==> src/rtl/btn_event_pkg.sv <==
// Shared types and defaults for the button gesture classifier.
// Holds the FSM state encoding and default tick settings.
package btn_event_pkg;

    localparam int DEF_N          = 24;
    localparam int DEF_LONG_TICKS = 10;
    localparam int DEF_DBL_TICKS  = 8;

    typedef enum logic [2:0] {
        IDLE         = 3'd0,
        PRESSED      = 3'd1,
        LONG_HELD    = 3'd2,
        WAIT_SECOND  = 3'd3,
        SECOND_PRESS = 3'd4
    } state_t;

endpackage

==> src/rtl/btn_tick_timer.sv <==
// Saturating tick counter with equal / greater-or-equal compare.
// A clear together with inc loads 1, so a new press starts counting at once.
module btn_tick_timer #(
    parameter int N = 24
) (
    input  logic         i_clk,
    input  logic         i_rst_n,
    input  logic         i_clear,
    input  logic         i_inc,
    input  logic [N-1:0] i_limit,
    output logic         o_eq,
    output logic         o_ge
);

    logic [N-1:0] r_cnt;
    logic         w_sat;

    assign w_sat = &r_cnt;
    assign o_eq  = (r_cnt == i_limit);
    assign o_ge  = (r_cnt >= i_limit);

    // Counter: clear/load has priority, increment stops at all-ones.
    always_ff @(posedge i_clk or negedge i_rst_n) begin
        if (!i_rst_n) begin
            r_cnt <= '0;
        end else if (i_clear) begin
            r_cnt <= i_inc ? N'(1) : '0;
        end else if (i_inc && !w_sat) begin
            r_cnt <= r_cnt + N'(1);
        end
    end

endmodule

==> src/rtl/btn_event_fsm.sv <==
// Classifies a debounced button into press/release, short, long and
// double-click events; every output is registered.
module btn_event_fsm
    import btn_event_pkg::*;
#(
    parameter int N           = DEF_N,
    parameter bit ACTIVE_HIGH = 1'b1
) (
    input  logic         sysclk,
    input  logic         reset_n,
    input  logic         btn_i,
    input  logic [N-1:0] long_ticks,
    input  logic [N-1:0] dbl_ticks,
    output logic         press_o,
    output logic         release_o,
    output logic         short_o,
    output logic         long_o,
    output logic         double_o,
    output logic         held_o
);

    state_t       r_state;
    state_t       w_state_nx;
    logic         r_btn_q;
    logic         w_act;
    logic         w_rise;
    logic         w_fall;
    logic         w_clr;
    logic         w_inc;
    logic         w_short;
    logic         w_long;
    logic         w_double;
    logic         w_eq;
    logic         w_ge;
    logic [N-1:0] w_limit;

    assign w_act  = ~(btn_i ^ ACTIVE_HIGH);
    assign w_rise = w_act & ~r_btn_q;
    assign w_fall = ~w_act & r_btn_q;

    // Only the double-click window compares against dbl_ticks.
    assign w_limit = (r_state == WAIT_SECOND) ? dbl_ticks : long_ticks;

    btn_tick_timer #(
        .N (N)
    ) u_timer (
        .i_clk   (sysclk),
        .i_rst_n (reset_n),
        .i_clear (w_clr),
        .i_inc   (w_inc),
        .i_limit (w_limit),
        .o_eq    (w_eq),
        .o_ge    (w_ge)
    );

    // Previous active level for edge detection.
    always_ff @(posedge sysclk or negedge reset_n) begin
        if (!reset_n) begin
            r_btn_q <= 1'b0;
        end else begin
            r_btn_q <= w_act;
        end
    end

    // State register.
    always_ff @(posedge sysclk or negedge reset_n) begin
        if (!reset_n) begin
            r_state <= IDLE;
        end else begin
            r_state <= w_state_nx;
        end
    end

    // Next state, timer control and event strobes.
    always_comb begin
        w_state_nx = r_state;
        w_clr      = 1'b0;
        w_inc      = 1'b0;
        w_short    = 1'b0;
        w_long     = 1'b0;
        w_double   = 1'b0;
        case (r_state)
            IDLE: begin
                if (w_rise) begin
                    w_state_nx = PRESSED;
                    w_clr      = 1'b1;
                    w_inc      = 1'b1;
                end
            end
            PRESSED: begin
                if (w_act) begin
                    if ((long_ticks != '0) && w_eq) begin
                        w_long     = 1'b1;
                        w_state_nx = LONG_HELD;
                    end else begin
                        w_inc = 1'b1;
                    end
                end else begin
                    w_state_nx = WAIT_SECOND;
                    w_clr      = 1'b1;
                end
            end
            LONG_HELD: begin
                if (w_fall) begin
                    w_state_nx = IDLE;
                end
            end
            WAIT_SECOND: begin
                if (w_rise) begin
                    w_double   = 1'b1;
                    w_state_nx = SECOND_PRESS;
                end else if (w_ge) begin
                    w_short    = 1'b1;
                    w_state_nx = IDLE;
                end else begin
                    w_inc = 1'b1;
                end
            end
            SECOND_PRESS: begin
                if (w_fall) begin
                    w_state_nx = IDLE;
                end
            end
            default: begin
                w_state_nx = IDLE;
            end
        endcase
    end

    // Registered outputs; held_o follows the state being entered.
    always_ff @(posedge sysclk or negedge reset_n) begin
        if (!reset_n) begin
            press_o   <= 1'b0;
            release_o <= 1'b0;
            short_o   <= 1'b0;
            long_o    <= 1'b0;
            double_o  <= 1'b0;
            held_o    <= 1'b0;
        end else begin
            press_o   <= w_rise;
            release_o <= w_fall;
            short_o   <= w_short;
            long_o    <= w_long;
            double_o  <= w_double;
            held_o    <= (w_state_nx == LONG_HELD);
        end
    end

endmodule

==> config.mk <==
export PLATFORM = sky130hd
export DESIGN_NAME = btn_event_fsm
export DESIGN_NICKNAME = d
export VERILOG_FILES = /design/src/rtl/btn_event_pkg.sv /design/src/rtl/btn_tick_timer.sv /design/src/rtl/btn_event_fsm.sv
export SDC_FILE = /design/constraint.sdc
export NUM_CORES = 1
export LEC_CHECK = 0
export CAP_MARGIN = 10
export CORE_MARGIN = 2
export CORE_UTILIZATION = 49
export DETAILED_ROUTE_END_ITERATION = 12
export GPL_ROUTABILITY_DRIVEN = 0
export PLACE_DENSITY = 0.78
export RECOVER_POWER = 100
export SLEW_MARGIN = 20
export SYNTH_ARGS = -nofsm -noshare
export SYNTH_HDL_FRONTEND = slang
export SYNTH_SLANG_ARGS = --single-unit
export TNS_END_PERCENT = 30
==> constraint.sdc <==
create_clock -name sysclk -period 6.4 [get_ports sysclk]
set_input_delay 1.6 -clock sysclk [delete_from_list [all_inputs] [get_ports sysclk]]
set_output_delay 1.6 -clock sysclk [all_outputs]
set_load 0.02 [all_outputs]
After elaboration in Yosys (flattened, before gate mapping)
Cells that the tools add are included.
- word-level logic and storage cells: 55
- bits in registers: 34
- output and inout bits: 6
- input bits: 51
- multiplexer cells: 26
- reduce and logical (&&, ||, !) cells: 8
- equal/unequal tests: 6
- bitwise logic cells: 4
- $add $sub $neg: 1
- $lt $le $gt $ge: 1
- operators by type and width (cell ; number):
    24-bit 2-to-1 mux ; 3
    24-bit by 1-bit adder with 24-bit output (second input constant) ; 1
    24-bit == test ; 1
    24-bit >= comparator ; 1
    24-bit AND reduction ; 1
    24-bit nonzero test ; 1
    3-bit 2-to-1 mux ; 6
    1-bit 2-to-1 mux ; 14
    3-bit case mux with 4 select lines ; 1
    3-bit by 2-bit == test with 1-bit output (second input constant) ; 3
    3-bit by 1-bit == test with 1-bit output (second input constant) ; 1
    3-bit == test (second input constant) ; 1
    3-bit zero test ; 1
    1-bit case mux with 3 select lines ; 1
    1-bit AND ; 2
    1-bit logical AND ; 2
    1-bit NOT ; 2
    1-bit case mux with 2 select lines ; 1
    2-bit nonzero test ; 1
    2-bit OR reduction ; 1
    1-bit zero test ; 1

Longest topological paths before layout
- depth in word-level cells: 10
- mapped depth: 14
- mapped depth without buffers: 11

Modules after synthesis
Synthesis repeated with hierarchy kept, for this count alone.
- cell total of the unflattened synthesis: 308
- area, all modules: 2855.2 sq um
- modules (own cells, without submodules) (module ; seq. area each (sq um) ; area each (sq um) ; times used ; cells an instance):
    btn_tick_timer ; 600.6 ; 2003.2 ; 1 ; 233
    btn_event_fsm ; 250.2 ; 852.1 ; 1 ; 75

Worst setup path after synthesis
No wires, ideal clock.
- path kind: in2reg
- start point: in long_ticks[23]
- end point: reg u_timer.r_cnt[11]
- stages on the path: 11
- library setup time: 0.132 ns
- buffers on the path: 1
- data required time: 6.268 ns
- arrival: 3.496 ns
- setup slack: 2.772 ns
- cell sequence: mux2i_1 -> ha_1 -> nand4_1 -> nor3_1 -> nor4b_2 -> o21ai_1 -> a21oi_4 -> buf_4 -> a21oi_1 -> xnor2_1 -> nor2_1
- cells in the longest elaborated chain, start to end: 8
- elaborated cells between the ends (all ways): 12
- those cells by class: order compare (1); eq/ne (1); mux (6); reduce/logical (4)
- RTL lines (what ; RTL line ; source):
    from (decl) ; btn_event_fsm.sv:12 ; input logic [N-1:0] long_ticks,
    parallel branches: the longest is 5 deep, another holds 24-bit >= comparator ; n/a ;
    1-bit case mux with 3 select lines * ; btn_event_fsm.sv:82 ; case (r_state)
    1-bit logical AND * ; btn_tick_timer.sv:28 ; end else if (i_inc && !w_sat) begin
    2-bit nonzero test (no source line) * ; n/a ;
    to (signal assigned) ; btn_tick_timer.sv:27 ; r_cnt <= i_inc ? N'(1) : '0;
    to (signal assigned) ; btn_tick_timer.sv:29 ; r_cnt <= r_cnt + N'(1);
    to (decl) ; btn_tick_timer.sv:15 ; logic [N-1:0] r_cnt;
Mark *: on every way between the ends.
A chain may end at the register's enable or synchronous reset.

Worst setup path in the final report
- start point: in long_ticks[23]
- end point: reg u_timer.r_cnt[10]
The elaborated chain is that of the path after synthesis.

==> out/metrics.cfg <==
[run_status]
status=complete, but fails checks
violations=max-capacitance violations, max-slew violations

[power]
power.share.switching_pct=38.0
p_seq_share_pct=35.4
p_int_mw=0.452
p_sw_mw=0.277
p_clk_share_pct=22.8
powerDensity_mw_per_mm2=220
p_leak_nw=1.53
p_comb_share_pct=41.8
peakVddDrop_uv=165

[cts]
clock_sinks=34
cts_buffer_depth=2
cts-buffers-inserted=5
insertion_delay_ns=0.29
cts_setup_buffers=0
cts_tree=yes
clkTransAtPathRegs_ns=0.08
ctsResizeCount=0
hold_buffers=0
htreeDepth=2
cts-root-buf=clkbuf_8

[die]
rows=26
io_pins=57
core_area_mm2=0.00514
die-area_mm2=0.00596
start_util_pct=51.0
fp.dieW_um=77.2
die_y_um=77.2

[setup_path]
worstSetupStartpointType=input port
cp_cell_sequence=dlygate4sd3_1 > mux2i_1 > ha_1 > nand4_1 > nor3_1 > nor4b_1 > o21ai_0 > a21oi_4 > a21oi_1 > xnor2_1 > nor2_1
critPathMaxFanout=18
crit_type=input port to flop
slowest_delay_ns=0.55
slowest_stage=dlygate4sd3_1
cp.required_ns=6.54
worstPathArrival_ns=4.85
endpoint_kind=flop

[cells_and_area]
fill_cells=459
layout-drive-gt1-share_pct=5.52
areaGrowthSynthToFinish_pct=26.2
final_cell_mix=clkdlybuf4s50_1, dfrtp_1, nand2_1, nor2_1, a21oi_1
antenna_cells=0
layout_commonest_cell=clkdlybuf4s50_1
fin_nets=419
fin_util_pct=64.4

[run]
maxCapViolations=1

[sta]
fmax_mhz=213
finClkSkew_ns=0.0127
fin_crit_ns=4.70
setup_viol=0
tightest_slew_ns=1.81
rsz0062_at_grt=false
finalMaxSlewViolations=35
max_slew_margin_pct=-20.5
layout_worst_path_cycle_share_pct=73.5
tns_ns=0
hold_viol=0

[route]
antenna_left=0
first_iter_violations=112
viasPerCell=5.69
drcViolationCount=0
dr.pass1.iters=4
wire_per_inst_um=16.4
drt-total-wl_mm=6.81
vias=2355

[place]
hpwl_mm=5.39
port_buffers=56

[global_routing]
grt_pass1_vias=2419
grt-ovfl-total=0
antenna_found_initial=0
grt_pass1_wl_mm=11.7
grt_max_degree=35
track_usage_pct=24.7

[yosys]
ys_seq_area_share_pct=32.4
synth_top_area_share_pct=32.4
synth_cell_type_count=47
synth-seq-cells=34
synth_top_flop_cell=dfrtp_1
synth_area_mm2=0.00262
synthArstFlopShare_pct=100
synth.area.top_cells=dfrtp_1, ha_1, mux2i_1, xnor2_1, a21oi_1
synth_nets=362
yosysWarnings=0
avgSynthCellArea_um2=9.17
syn_inst=286
synth_top_area_cell=dfrtp_1
synth_edf_count=0

[hold_path]
hold_class=flop to flop

[registers in the layout (all words and copies together), names as in the netlist]
| register | flops |
|---|---|
| double_o | 1 |
| held_o | 1 |
| long_o | 1 |
| press_o | 1 |
| r_btn_q | 1 |
| r_state | 3 |
| release_o | 1 |
| short_o | 1 |
| u_timer.r_cnt | 24 |
[per-layer routing]
metal / GRT usage, % / part of all wire (%) / vias up / wire length [um]
li1: - / - / 1174 / -
met1: 33.3 / 47 / 1107 / 3180
met2: 39.9 / 45 / 68 / 3070
met3: 6.35 / 7.1 / 6 / 485
met4: 5.71 / 1.1 / 0 / 72
met5: 0 / 0 / - / 0
[power by group through the flow]
stage / logic, mW / clock network, mW / registers [mW]
3_5_place_dp: 0.309 / 0 / 0.262
4_1_cts: 0.311 / 0.168 / 0.257
2_1_floorplan: 0.221 / 0 / 0.259
3_3_place_gp: 0.303 / 0 / 0.261
6_report: 0.305 / 0.166 / 0.258
5_1_grt: 0.344 / 0.179 / 0.261
[cell usage after synthesis (2+ instances only)]
cell type,count
nor2_1,27
nand2b_1,2
dfrtp_1,34
buf_1,2
clkbuf_1,2
and4_4,3
and2_1,2
nand3_1,11
o21ai_1,3
o211ai_1,2
a211oi_1,3
xnor2_1,15
nand4_1,11
o21ai_0,5
ha_1,25
or3_1,3
buf_2,2
mux2i_1,26
a21oi_1,24
nor2b_1,2
inv_1,3
and3_1,3
a22oi_1,2
nor3_1,6
a31oi_1,3
nor3b_1,2
a21oi_2,3
nand2_1,32
nor4_1,7
a31o_1,4
[path summary, 6_finish.rpt]
path                                      startpoint                            end  slack [ns]  depth (start not counted)
worst max-delay path                  long_ticks[23]  u_timer.r_cnt[10]$_DFFE_PN0P_        1.70                         11
worst min-delay path               r_btn_q$_DFF_PN0_            release_o$_DFF_PN0_        0.56                          1
worst max register to register  r_state[1]$_DFF_PN0_  u_timer.r_cnt[10]$_DFFE_PN0P_        2.57                         12
worst min register to register     r_btn_q$_DFF_PN0_            release_o$_DFF_PN0_        0.56                          1
max in group asynchronous                    reset_n   u_timer.r_cnt[6]$_DFFE_PN0P_        3.01                          2
min in group asynchronous                    reset_n   u_timer.r_cnt[2]$_DFFE_PN0P_        2.32                          2
[cell type report]
| class | instances | area (um2) | area share (%) |
|---|---|---|---|
| multi-input combinational | 241 | 1690 | 51.2 |
| tap | 70 | 87.6 | 2.65 |
| clock inverter | 2 | 12.5 | 0.378 |
| timing repair buffer | 58 | 572 | 17.3 |
| sequential | 34 | 851 | 25.7 |
| clock buffer | 6 | 82.6 | 2.49 |
| inverter | 3 | 11.3 | 0.340 |
[through the flow]
step           instance area [um2]  power [mW]  std cells  hold WS [ns]  setup WS (ns)
2_1_floorplan                 2620       0.480        286         0.512           2.77
3_5_place_dp                  3240       0.571        406         0.554           1.81
6_report                      3310       0.729        414         0.561           1.70
4_1_cts                       3340       0.737        414         0.564           2.10
5_1_grt                       3310       0.784        414         0.580           1.45
3_3_place_gp                  3240       0.564        406         0.543           2.00
[kinds of logic after synthesis]
family | count (synthesis) | synth area share, %
multiplexers | 27 | 10.3
buffers and inverters | 11 | 2.10
adder cells (fa/ha/maj) | 25 | 11.9
AO/OA/AOI/OAI | 55 | 13.6
flip-flops | 34 | 32.4
XOR/XNOR | 15 | 5.01
AND/OR/NAND/NOR | 119 | 24.6
[worst max-delay path, delay by kind of cell]
kind                     cells  cell delay, ns
XOR/XNOR                     1            0.23
multiplexers                 1            0.08
adder cells (fa/ha/maj)      1            0.33
buffers and inverters        1            0.55
AO/OA/AOI/OAI                3            1.13
AND/OR/NAND/NOR              4            0.92
Power figures use the tool's default switching activity.
